===== config.mk =====
export PLATFORM = sky130hd
export DESIGN_NAME = mem_arbiter
export DESIGN_NICKNAME = d
export VERILOG_FILES = /design/src/rtl/mem_arbiter_pkg.sv /design/src/rtl/mem_arbiter_pick.sv /design/src/rtl/mem_arbiter.sv
export SDC_FILE = /design/constraint.sdc
export NUM_CORES = 1
export LEC_CHECK = 0
export CORE_MARGIN = 1.5
export CORE_UTILIZATION = 36
export CTS_BUF_LIST = sky130_fd_sc_hd__clkbuf_16
export DETAILED_ROUTE_END_ITERATION = 16
export PLACE_DENSITY_LB_ADDON = 0.15
export SLEW_MARGIN = 20
export SYNTH_ARGS = -nofsm -noshare
export SYNTH_HDL_FRONTEND = slang
export SYNTH_SLANG_ARGS = --single-unit
export TNS_END_PERCENT = 10

===== constraint.sdc =====
create_clock -name clock -period 3.6 [get_ports clock]
set_input_delay 0.36 -clock clock [delete_from_list [all_inputs] [get_ports clock]]
set_output_delay 0.36 -clock clock [all_outputs]
set_load 0.005 [all_outputs]

===== src/rtl/mem_arbiter_pkg.sv =====
// Shared definitions for the two-port block-transfer memory arbiter.
// Holds the FSM state encoding, requester indices and default sizes.
package mem_arbiter_pkg;

  localparam int DEF_ADDR_SZ   = 10;
  localparam int DEF_DATA_SZ   = 32;
  localparam int DEF_BURST_LEN = 4;

  localparam int REQ_ICACHE = 0;
  localparam int REQ_DCACHE = 1;

  typedef enum logic [1:0] {
    IDLE  = 2'd0,
    ISSUE = 2'd1,
    WAIT  = 2'd2
  } arb_state_t;

endpackage


===== src/rtl/mem_arbiter_pick.sv =====
// Combinational 2-way winner select: a lone requester wins outright,
// a tie goes to the requester named by prio.
module mem_arb_pick
  import mem_arbiter_pkg::*;
(
  input  logic [1:0] valid,
  input  logic       prio,
  output logic       win
);

  always_comb begin
    win = 1'b0;
    if (valid == 2'b11) begin
      win = prio;
    end else begin
      win = valid[REQ_DCACHE];
    end
  end

endmodule


===== src/rtl/mem_arbiter.sv =====
// Arbitrates I-cache/D-cache block transfers onto a single-word memory port.
// Define MEM_ARB_FIXED_PRIO_EN to make the D-cache win every tie (no round-robin).
module mem_arbiter
  import mem_arbiter_pkg::*;
#(
  parameter int ADDR_SZ   = DEF_ADDR_SZ,
  parameter int DATA_SZ   = DEF_DATA_SZ,
  parameter int BURST_LEN = DEF_BURST_LEN
) (
  input  logic                          clock,
  input  logic                          reset_n,
  input  logic [1:0]                    req_valid,
  input  logic [1:0]                    req_write,
  input  logic [1:0][ADDR_SZ-1:0]       req_addr,
  input  logic [1:0][DATA_SZ-1:0]       req_wdata,
  output logic [1:0]                    gnt,
  output logic [$clog2(BURST_LEN)-1:0]  beat,
  output logic [1:0]                    ack,
  output logic                          last,
  output logic [DATA_SZ-1:0]            rdata,
  output logic                          mem_req,
  output logic                          mem_Write,
  output logic [ADDR_SZ-1:0]            mem_addr,
  output logic [DATA_SZ-1:0]            mem_Wdata,
  input  logic [DATA_SZ-1:0]            mem_Rdata,
  input  logic                          mem_Done
);

  localparam int BEAT_W = $clog2(BURST_LEN);
  localparam int OFS_W  = BEAT_W + 2;
  localparam logic [ADDR_SZ-1:0] ALIGN_MASK = ~ADDR_SZ'((1 << OFS_W) - 1);
  localparam logic [BEAT_W-1:0]  LAST_BEAT  = BEAT_W'(BURST_LEN - 1);

  arb_state_t          state;
  logic [ADDR_SZ-1:0]  base;
  logic [ADDR_SZ-1:0]  win_base;
  logic [BEAT_W-1:0]   beat_inc;
  logic                prio;
  logic                win;

`ifdef MEM_ARB_FIXED_PRIO_EN
  assign prio = 1'b1;
`else
  logic rr_prio;
  assign prio = rr_prio;
`endif

  mem_arb_pick u_pick (
    .valid (req_valid),
    .prio  (prio),
    .win   (win)
  );

  assign win_base = req_addr[win] & ALIGN_MASK;
  assign beat_inc = beat + BEAT_W'(1);

  // The requester derives its write word from beat, which only changes on
  // the same edge as mem_req, so a plain mux is stable for the whole access.
  always_comb begin
    mem_Wdata = '0;
    if (gnt[REQ_DCACHE]) begin
      mem_Wdata = req_wdata[REQ_DCACHE];
    end else if (gnt[REQ_ICACHE]) begin
      mem_Wdata = req_wdata[REQ_ICACHE];
    end
  end

  always_ff @(posedge clock or negedge reset_n) begin
    if (!reset_n) begin
      state     <= IDLE;
      gnt       <= '0;
      ack       <= '0;
      last      <= 1'b0;
      beat      <= '0;
      rdata     <= '0;
      mem_req   <= 1'b0;
      mem_Write <= 1'b0;
      mem_addr  <= '0;
      base      <= '0;
`ifndef MEM_ARB_FIXED_PRIO_EN
      rr_prio   <= 1'b0;
`endif
    end else begin
      ack     <= '0;
      last    <= 1'b0;
      mem_req <= 1'b0;
      case (state)
        IDLE: begin
          if (|req_valid) begin
            gnt       <= {win, ~win};
            mem_Write <= req_write[win];
            base      <= win_base;
            beat      <= '0;
            mem_addr  <= win_base;
            mem_req   <= 1'b1;
            state     <= ISSUE;
          end
        end
        ISSUE: begin
          state <= WAIT;
        end
        WAIT: begin
          if (mem_Done) begin
            rdata <= mem_Rdata;
            ack   <= gnt;
            if (beat == LAST_BEAT) begin
              last  <= 1'b1;
              gnt   <= '0;
              state <= IDLE;
`ifndef MEM_ARB_FIXED_PRIO_EN
              rr_prio <= ~gnt[REQ_DCACHE];
`endif
            end else begin
              beat     <= beat_inc;
              mem_addr <= base + ADDR_SZ'({beat_inc, 2'b00});
              mem_req  <= 1'b1;
              state    <= ISSUE;
            end
          end
        end
        default: state <= IDLE;
      endcase
    end
  end

endmodule


==> flow_metrics.tcl, run 1 <==
set metrics [dict create \
    status "finished clean" \
    synth_area_leader_cell "dfrtp_1" \
    cts_tree "yes" \
    yosysTopAreaCellShare_pct 52.4 \
    period_share_pct 63.6 \
    crit_family "buffers and inverters" \
    synth_ff_type "dfrtp_1" \
    overflow 0 \
    p_per_area_mw_per_mm2 717 \
    ys.warnings.count 0 \
    h-tree-depth 2 \
    maxSlewViolCount 0 \
    min_path_type "primary input to async pin" \
    grtUsageTotal_pct 19.5 \
    setup_viol 0 \
    route.detailed.drc 0 \
    wl_mm 8.21 \
    synth-edff-count 0 \
    drtAntennaViolNets 0 \
    critPathSlowestCell "clkdlybuf4s50_1" \
    clock_tree.root_cell "clkbuf_16" \
    r2r_slack_ns 1.66 \
    path_clk_slew_ns 0.07 \
    grt_max_degree 38 \
    finalSetupTns_ns 0 \
    start_util_pct 37.0 \
    io_buffers 195 \
    drive_gt1_share_pct 4.09 \
    crit_required_ns 3.24 \
    vdd_drop_max_v 0.000423 \
    seq_area_frac_synth_pct 52.4 \
    async_reset_ff_share_pct 100 \
    routed_via_density 4.63 \
    crit_chain "nor2b_2, buf_4, a22o_1, clkdlybuf4s50_1" \
    grt_pass1_vias 2379 \
    relSlewSlack_pct 57.0 \
    place_congestion 0.764 \
    cts_setup_buffers 0 \
    nets 587 \
    drv_cap 0 \
    skew_ns 0.00782 \
    num_rows 31 \
    first_pass_iters 6 \
    p_leak_uw 0.00223 \
    io-pin-count 206 \
    critPathBufInv 2 \
    ys_types 30 \
    cts.sinks 56 \
    num_vias 2607 \
    netlist_top_cells_area "dfrtp_1, nand2_1, a22o_1, mux2i_1, buf_4" \
    syn2layout_area_growth_pct 79.6 \
    syn_area_sq_mm 0.00267 \
    antenna_cells 0 \
    fin_cells 563 \
    cts_resized 0 \
    place_inst 555 \
    worstMarginPinSlew_ns 0.645 \
    numCtsBuffers 5 \
    end_kind "output port" \
    coreArea_sq_mm 0.00721 \
    grt_first_pass_wirelength_mm 12.0 \
    drt_iter0_markers 87 \
    ys_seq_elements 56 \
    dp.final_hpwl_mm 6.40 \
    clkLatencyLatePin_ns 0.29 \
    cpPeakStageDelay_ns 0.52 \
    fp.dieW_um 89.2 \
    antenna_found_initial 0 \
    arrival_ns 1.93 \
    cts_buffer_depth 2 \
    cp_max_fo 31 \
    yosys-top-cells-count "nand2_1, dfrtp_1, a22o_1" \
    synth.most_common_cell "nand2_1" \
    crit_type "register to output port" \
    hold_viol 0 \
    synth_cells 278 \
    fin_crit_ns 2.29 \
    startpoint_type "register" \
    syn_avg_cell_area_sq_um 9.61 \
    die_h_um 89.2 \
    hold_buffers 0 \
    rsz0062_at_grt "false" \
    die-area_sq_mm 0.00795 \
    wl_per_cell_um 14.6 \
    max_freq_mhz 437 \
]
flip-flops by register name (all words and copies together), names as in the netlist:
signal,cells
ack,2
mem_req,1
last,1
rdata,32
base,6
state,2
gnt,2
mem_addr,7
beat,1
prio,1
mem_Write,1
final timing paths:
kind,endpoint,startpoint,cells after the start
max,mem_Wdata[24],gnt[0]$_DFFE_PN0P_,4
min,rdata[19]$_DFFE_PN0P_,reset_n,1
max reg2reg,mem_addr[5]$_DFFE_PN0P_,state[1]$_DFFE_PN0P_,4
min reg2reg,rdata[28]$_DFFE_PN0P_,rdata[28]$_DFFE_PN0P_,2
max in group asynchronous,rdata[3]$_DFFE_PN0P_,reset_n,2
min in group clock,rdata[28]$_DFFE_PN0P_,rdata[28]$_DFFE_PN0P_,2
layout by cell type, fill, tap and decap left out, types with 2 or more instances in the layout:
| cell | instances |
|---|---|
| o21ai_0 | 2 |
| buf_4 | 4 |
| inv_1 | 6 |
| a21oi_1 | 6 |
| dfrtp_1 | 56 |
| nand2b_1 | 5 |
| a22o_1 | 32 |
| nand2_1 | 110 |
| and2_1 | 2 |
| mux2i_1 | 14 |
| o21ai_1 | 7 |
| clkdlybuf4s50_1 | 194 |
| conb_1 | 2 |
| clkbuf_16 | 5 |
| nor2_1 | 3 |
layer usage:
layer  global-route usage [%]  part of all wire (%)
met5                        0                     0
met4                     4.62                   1.0
met3                     4.80                   8.0
met2                     33.8                    50
met1                     24.7                    41
power breakdown:
group	total (uW)	internal [uW]	switching, uW
Sequential	1080	910	173
Clock	542	328	214
Combinational	1820	1110	708
Total	3440	2350	1090
through the flow:
step / setup slack, ns / area (sq um) / hold slack (ns) / util, % / power [uW]
CTS: 1.30 / 4800 / 0.112 / 66.5 / 3480
detailed placement: 1.40 / 4630 / 0.422 / 64.2 / 2930
global route: 1.21 / 4800 / 0.140 / 66.5 / 3720
global placement: 1.45 / 4630 / 0.419 / 64.2 / 2890
floorplan: 2.14 / 2680 / 0.0644 / - / 1900
finish: 1.31 / 4800 / 0.0860 / 66.5 / 3440
logic make-up after synthesis:
group                      share of synthesized area, %
and+or+nand+nor                                    19.7
adders and majority gates                         0.468
DFF                                                52.4
buffers and inverters                              6.18
other                                             0.140
AOI/OAI and AO/OA                                  15.4
muxes                                              5.66
worst register-to-register path, cell delays in order (launching register included):
cell      delay, ns
dfrtp_1        0.65
nand3b_4       0.39
o32a_1         0.46
mux2i_1        0.22
a21oi_1        0.07
final cells by class:
cell class              count  area (sq um)
repair buffers            199          1980
fillers                   597          2410
clock buffers               5           125
multi-input cells         196          1110
clock inverters             3          42.5
inverters                   5          18.8
flip-flops and latches     56          1400
well taps                  99           124
No activity file was read; power rests on OpenSTA's default activity.
==> inputs of run 2 (changes only) <==
CORE_UTILIZATION = 30   (was 36)
clock period = 2.1 ns   (was 3.6 ns; I/O delays follow)
==> flow_metrics.tcl, run 2 (synthesized netlist as in run 1, its figures left out) <==
set metrics [dict create \
    drive_gt1_share_pct 4.91 \
    p_per_area_mw_per_mm2 1220 \
    clkLatencyLatePin_ns 0.28 \
    place_congestion 0.702 \
    cts_tree "yes" \
    layout_common_cells "clkdlybuf4s50_1, nand2_1, dfrtp_1, a22o_1, mux2i_1" \
    fin_ws_ns 0.110 \
    cp_max_fo 37 \
    min_path_type "primary input to register" \
    finalSetupTns_ns 0 \
    antenna_cells 0 \
    vdd_drop_max_v 0.000580 \
    syn2layout_area_growth_pct 81.8 \
    num_rows 34 \
    cts.sinks 56 \
    fp.dieW_um 97.4 \
    nFillCells 787 \
    grt_pass1_vias 2561 \
    dp.final_hpwl_mm 6.46 \
    arrival_ns 1.78 \
    status "finished clean" \
    coreArea_sq_mm 0.00868 \
    grtUsageTotal_pct 17.5 \
    start_util_pct 30.8 \
    place_ws_ns 0.274 \
    finish.utilization_pct 56.0 \
    final_common_cell "clkdlybuf4s50_1" \
    crit_type "register to output port" \
    max_freq_mhz 503 \
    maxSlewViolCount 0 \
    route.detailed.drc 0 \
    critPathSlowestCell "clkdlybuf4s50_1" \
    end_kind "output port" \
    holdWs_ns 0.449 \
    die_h_um 97.4 \
    fin_cells 576 \
    first_pass_iters 4 \
    wl_mm 8.36 \
    crit_family "buffers and inverters" \
    cpPeakStageDelay_ns 0.51 \
    overflow 0 \
    h-tree-depth 2 \
    worstMarginPinSlew_ns 0.549 \
    regMostFlops "rdata" \
    clock_tree.root_cell "clkbuf_16" \
    critPathBufInv 2 \
    largestRegisters "rdata: 32 flops, mem_addr: 7 flops, base: 6 flops" \
    num_vias 2592 \
    rsz0062_at_grt "false" \
    largest_register_ffs 32 \
    startpoint_type "register" \
    relSlewSlack_pct 63.4 \
    path_clk_slew_ns 0.07 \
    skew_ns 0.00548 \
    crit_chain "buf_4, a22o_1, clkdlybuf4s50_1" \
    grt_first_pass_wirelength_mm 13.5 \
    antenna_found_initial 0 \
    numCtsBuffers 5 \
    io_buffers 195 \
    drtAntennaViolNets 0 \
    drt_iter0_markers 84 \
    cts_resized 0 \
    p_leak_uw 0.00225 \
    routed_via_density 4.50 \
    wl_per_cell_um 14.5 \
    setup_viol 0 \
    io-pin-count 206 \
    fin_crit_ns 1.99 \
    drv_cap 0 \
    die-area_sq_mm 0.00948 \
    cts_buffer_depth 2 \
    place_inst 569 \
    grt_max_degree 38 \
    crit_required_ns 1.89 \
    period_share_pct 94.7 \
    hold_viol 0 \
    nets 593 \
]
run 2: area by class of cell:
class                      count  area (sq um)  area share (%)
timing repair buffer         205          2040            41.9
tap                          108           135            2.78
clock buffer                   5           125            2.57
multi-input combinational    196          1110            22.9
sequential                    56          1400            28.8
clock inverter                 1          30.0           0.618
inverter                       5          18.8           0.386
run 2: routing by layer:
metal / up-vias / share of wire, % / track usage [%]
li1: 1294 / - / -
met1: 1215 / 44 / 22.5
met2: 79 / 51 / 30.9
met3: 4 / 4.9 / 3.53
met4: 0 / 0.93 / 2.97
met5: - / 0 / 0
run 2: repair_timing:
item                      in CTS  in global routing
hold endpoints to repair      56                  0
hold buffers                   1                  0
setup buffers                  0                  0
run 2: where the power goes:
part	internal (uW)	switching [uW]	leakage (uW)	total, uW
clock	549	338	0.0000757	887
combinational	1970	1240	0.00148	3210
sequential	1560	293	0.000700	1850
total	4080	1870	0.00225	5950
run 2: final timing paths:
path / from / to / slack (ns) / depth (start not counted)
max: gnt[1]$_DFFE_PN0P_ / mem_Wdata[26] / 0.11 / 3
min: mem_Rdata[24] / rdata[24]$_DFFE_PN0P_ / 0.45 / 3
max reg2reg: state[1]$_DFFE_PN0P_ / mem_Write$_DFFE_PN0P_ / 0.51 / 3
min reg2reg: rdata[22]$_DFFE_PN0P_ / rdata[22]$_DFFE_PN0P_ / 0.47 / 2
max in group asynchronous: reset_n / rdata[10]$_DFFE_PN0P_ / 1.35 / 3
min in group asynchronous: reset_n / rdata[18]$_DFFE_PN0P_ / 0.47 / 3
run 2: worst reg2reg max path: stages, from the launching register on:
cell and delay, ns:
dfrtp_1 0.55, or3_1 0.69, nand2_1 0.18, o21ai_2 0.06
run 2: stage by stage:
| step | area, sq um | power (uW) |
|---|---|---|
| after floorplan | 2680 | 3260 |
| after global placement | 4690 | 5050 |
| after detailed placement | 4690 | 5120 |
| after CTS | 4860 | 6030 |
| after global routing | 4860 | 6400 |
| final | 4860 | 5950 |
==> RTL change 1: new RTL, flow settings as in run 2 <==
Encoding of `arb_state_t`: now one-hot (3 bits for 3 states).
--- a/src/rtl/mem_arbiter_pkg.sv
+++ b/src/rtl/mem_arbiter_pkg.sv
@@ -10,8 +10,8 @@
   localparam int REQ_DCACHE = 1;
 
-  typedef enum logic [1:0] {
-    IDLE  = 2'd0,
-    ISSUE = 2'd1,
-    WAIT  = 2'd2
+  typedef enum logic [2:0] {
+    IDLE  = 3'b001,
+    ISSUE = 3'b010,
+    WAIT  = 3'b100
   } arb_state_t;
 
Function: no difference found for any inputs over 10 cycles, from zero or initial values and one cycle with reset_n low; not proved beyond that.
==> RTL change 1 against run 2 <==
  * First-iteration DRC count increased by 7.1%
  * Die area increased by 2.9%
  * Critical path type unchanged
  * Utilization increased by 2.6 points
  * The run now ends with design-rule violations left
  * Setup slack improved by 0.0097 ns
  * Power increased by 9.5%
  * Area after synthesis increased by 3.0%
  * Routed wire length increased by 11%
  * Sequential share of layout area decreased by 1.2 points
  * Final area increased by 6.1%
  * Sequential cell count increased by 1
==> RTL change 1: results (changes against run 2) <==
| Metric | Value |
|---|---|
| Status | finished with violations |
| Failing checks | design-rule violations |
| Clk pwr share | 23.8% (+8.9 points) |
| Core box area | 8810 um^2 (+1.5%) |
| Synth unique cells | 37 (+23%) |
| Routed vias/inst | 4.68 (+4.0%) |
| Top cells by area, synth | dfrtp_1, nand2_1, a22o_1 |
| Clock skew | 0.00590 ns (+0.000420 ns) |
| Wl on met1 | 3.41 mm (-6.3%) |
| Leak | 0.00234 uW (+3.8%) |
| Worst relative slew slack | 55.6% (-7.7 points) |
| Multi-input logic area | 1180 um^2 (+6.3%) |
| Inst Count DP | 593 (+4.2%) |
| Peak VDD IR | 0.000541 V (-6.7%) |
| Min Tclk post-route | 1.98 ns (-0.00967 ns) |
| Worst R2R Path Depth | 5 (+2) |
| # nets final | 621 (+4.7%) |
| Clk Latency, worst-skew pair | 0.32 ns (+0.04 ns) |
| Tot GR Track Use | 19.3% (+1.8 points) |
| Vias in the first global route | 2911 (+14%) |
| CTS clock-pin slew for the worst setup and hold paths | 0.05 ns (-0.02 ns) |
| Non-clk invs | 10 (+5) |
| # DRC | 3 (+3) |
| Hold wc startpoint | mem_Rdata[13] |
| Reg-to-Reg End | beat[0] |
| Worst Path Max Fanout | 21 (-43%) |
| Sequential fraction of total cell area | 27.7% (-1.2 points) |
| Post-DR wirelength/cell | 15.3 um (+5.1%) |
| First-pass GRT wire length | 14.5 mm (+7.0%) |
| Non-clock buffer share of cell area | 39.8% (-2.1 points) |
==> RTL change 1: cell count changes in the layout (fill, tap and decap cells not counted), sizes merged, moves of 3 or more <==
cell      delta
inv          +5
clkbuf       +4
a211oi       +6
clkinvlp     +3
and3         +6
o22ai        +5
buf          +3
mux2i       -13
o21ai        +6
nor2         +3
==> RTL change 1: worst reg2reg max path: stages, from the launching register on <==
cell and delay (ns):
dfrtp_1 0.52, nand4bb_1 0.36, o32ai_4 0.17, buf_4 0.24, nor2_1 0.06, a21o_1 0.14
==> RTL change 1: cells by family after synthesis <==
family | synth area share [%]
mux | 1.18
compound gates | 19.4
simple gates | 20.9
flops | 51.8
fa+ha+maj | 0.454
other cells | 0.136
buf+inv | 6.18
==> RTL change 1: stage by stage <==
step	utilization (%)	hold WS, ns
final	58.6	0.411
after global routing	58.6	0.409
after global placement	54.7	0.295
after CTS	58.4	0.400
after detailed placement	54.7	0.291
after floorplan	-	-0.0856
==> RTL change 2: new RTL, flow settings as in run 2 <==
Made on the original files. The option `MEM_ARB_FIXED_PRIO_EN` is turned on by a define.
--- a/src/rtl/mem_arbiter.sv
+++ b/src/rtl/mem_arbiter.sv
@@ -1,4 +1,6 @@
 // Arbitrates I-cache/D-cache block transfers onto a single-word memory port.
 // Define MEM_ARB_FIXED_PRIO_EN to make the D-cache win every tie (no round-robin).
+`define MEM_ARB_FIXED_PRIO_EN
+
 module mem_arbiter
   import mem_arbiter_pkg::*;
Behaviour: not the same (a bounded check fails within 4 cycles, from zero or initial values and one cycle with reset_n low).
==> RTL change 2 against run 2 <==
  * Area after synthesis increased by 1.0%
  * Combinational power grew 6.5%
  * Die area up 1.0%
  * Final area grew 0.49%
  * Setup slack better by 0.024 ns
  * Count of clock-buffer cells in the layout stayed put
  * Synthesized cell count decreased by 31%
  * Sequential cell count is 1 lower
  * Routed wire length decreased by 7.3%
  * Power up 1.9%
  * Fmax is 1.2% higher
  * Largest cell class unchanged
==> RTL change 2: results (changes against run 2) <==
| Metric | Value |
|---|---|
| Top cells by area, synth | dfrtp_1, mux2_2, a22o_1 |
| Placed cell areas | 4740 um^2 (+1.1%) |
| Crit path DAT | 1.76 ns (-0.02 ns) |
| Final HPWL DP | 6.10 mm (-5.6%) |
| Prevailing post-synth register cell | dfrtp_1 |
| Post-Synthesis Cells | 193 (-31%) |
| Synth cell count leaders | dfrtp_1, mux2_2, a22o_1 |
| Inst Count DP | 489 (-14%) |
| Peak VDD IR | 0.000540 V (-6.8%) |
| Tot GR Track Use | 15.9% (-1.6 points) |
| Internal | 4350 uW (+6.5%) |
| Worst Path Max Fanout | 31 (-16%) |
| Reg2Reg Setup Slack | 0.35 ns (-0.16 ns) |
| Worst relative slew slack | 65.9% (+2.5 points) |
| Clock skew | 0.00827 ns (+0.00280 ns) |
| Diodes inserted | 0 (unchanged) |
| DP Worst Slack | 0.266 ns (-0.00792 ns) |
| Leak | 0.00207 uW (-8.3%) |
| CTS clock-pin slew for the worst setup and hold paths | 0.06 ns |
| Seq/Total Area, Yosys | 51.0% (-1.5 points) |
| Share of cells above drive strength 1 | 20.9% (+16 points) |
| Gpl congestion | 0.827 (+18%) |
| Synth unique cells | 26 (-13%) |
| Hold Path Class | in2async |
| Iter 0 DRT Violations | 18 (-79%) |
| Status | finished, final reports clean |
| Vias in the first global route | 2450 (-4.3%) |
| Post-DR wirelength/cell | 15.6 um (+7.7%) |
| Vias after detailed routing | 2331 (-10%) |
| Resized cells post-CTS | 0 (unchanged) |
| # nets final | 513 (-13%) |
| Routed vias/inst | 4.70 (+4.4%) |
| First-pass GRT wire length | 12.4 mm (-8.5%) |
| F_max | 0.509 GHz (+1.2%) |
| Largest net degree at the start of global routing | 36 (-5.3%) |
==> RTL change 2: area by class of cell <==
class | count | area (um^2)
Sequential cell | 55 | 1380
Clock inverter | 1 | 3.75
Timing Repair Buffer | 205 | 2040
Tap cell | 108 | 135
Multi-Input combinational cell | 119 | 1190
Fill cell | 784 | 3840
Clock buffer | 5 | 125
Inverter | 3 | 11.3
==> RTL change 2: layer usage <==
metal / vias to the layer above / routed length (um) / GRT usage [%]
li1: 1087 / - / -
met1: 1122 / 3030 / 17.9
met2: 118 / 3940 / 29.0
met3: 4 / 746 / 5.80
met4: 0 / 36 / 2.64
met5: - / 0 / 0
==> RTL change 2: power groups by stage <==
| stage | combinational [uW] | clock [uW] | sequential, uW |
|---|---|---|---|
| 2_1_floorplan | 1550 | 0 | 1880 |
| 4_1_cts | 3480 | 800 | 1880 |
| 5_1_grt | 3690 | 829 | 1950 |
| 3_5_place_dp | 3460 | 0 | 1890 |
| 3_3_place_gp | 3440 | 0 | 1860 |
| 6_report | 3420 | 770 | 1870 |
==> RTL change 2: kinds of logic (layout without fill, tap and decap cells) <==
kind of cell | after synthesis | count (layout) | synth area share (%)
AO/OA/AOI/OAI | 39 | 39 | 12.3
adder cells (fa/ha/maj) | 1 | 1 | 0.463
buffers and inverters | 20 | 214 | 5.00
flip-flops | 55 | 55 | 51.0
multiplexers | 61 | 61 | 27.6
other | 1 | 2 | 0.139
AND/OR/NAND/NOR | 16 | 16 | 3.48
==> RTL change 2: through the flow <==
stage	util, %	power [uW]	hold slack (ns)
floorplan	-	3430	-0.0856
global placement	54.4	5310	0.244
detailed placement	54.4	5360	0.247
CTS	56.0	6160	0.485
global route	56.0	6460	0.516
finish	56.0	6060	0.465
==> RTL change 2: critical path: cells and delay by family (launching register included) <==
family | cells | cell delay, ns
buffers and inverters | 2 | 0.69
flip-flops | 1 | 0.40
AND/OR/NAND/NOR | 1 | 0.20
AO/OA/AOI/OAI | 1 | 0.18
==> RTL change 2: path summary, 6_finish.rpt <==
kind / from / end / cells after the start
max in group asynchronous: reset_n / rdata[25] / 3
setup / recovery: gnt[0] / mem_Wdata[15] / 4
min in group clock: rdata[1] / rdata[1] / 1
hold / removal: reset_n / rdata[6] / 3
setup reg to reg: state[0] / rdata[5] / 3
hold reg to reg: rdata[1] / rdata[1] / 1
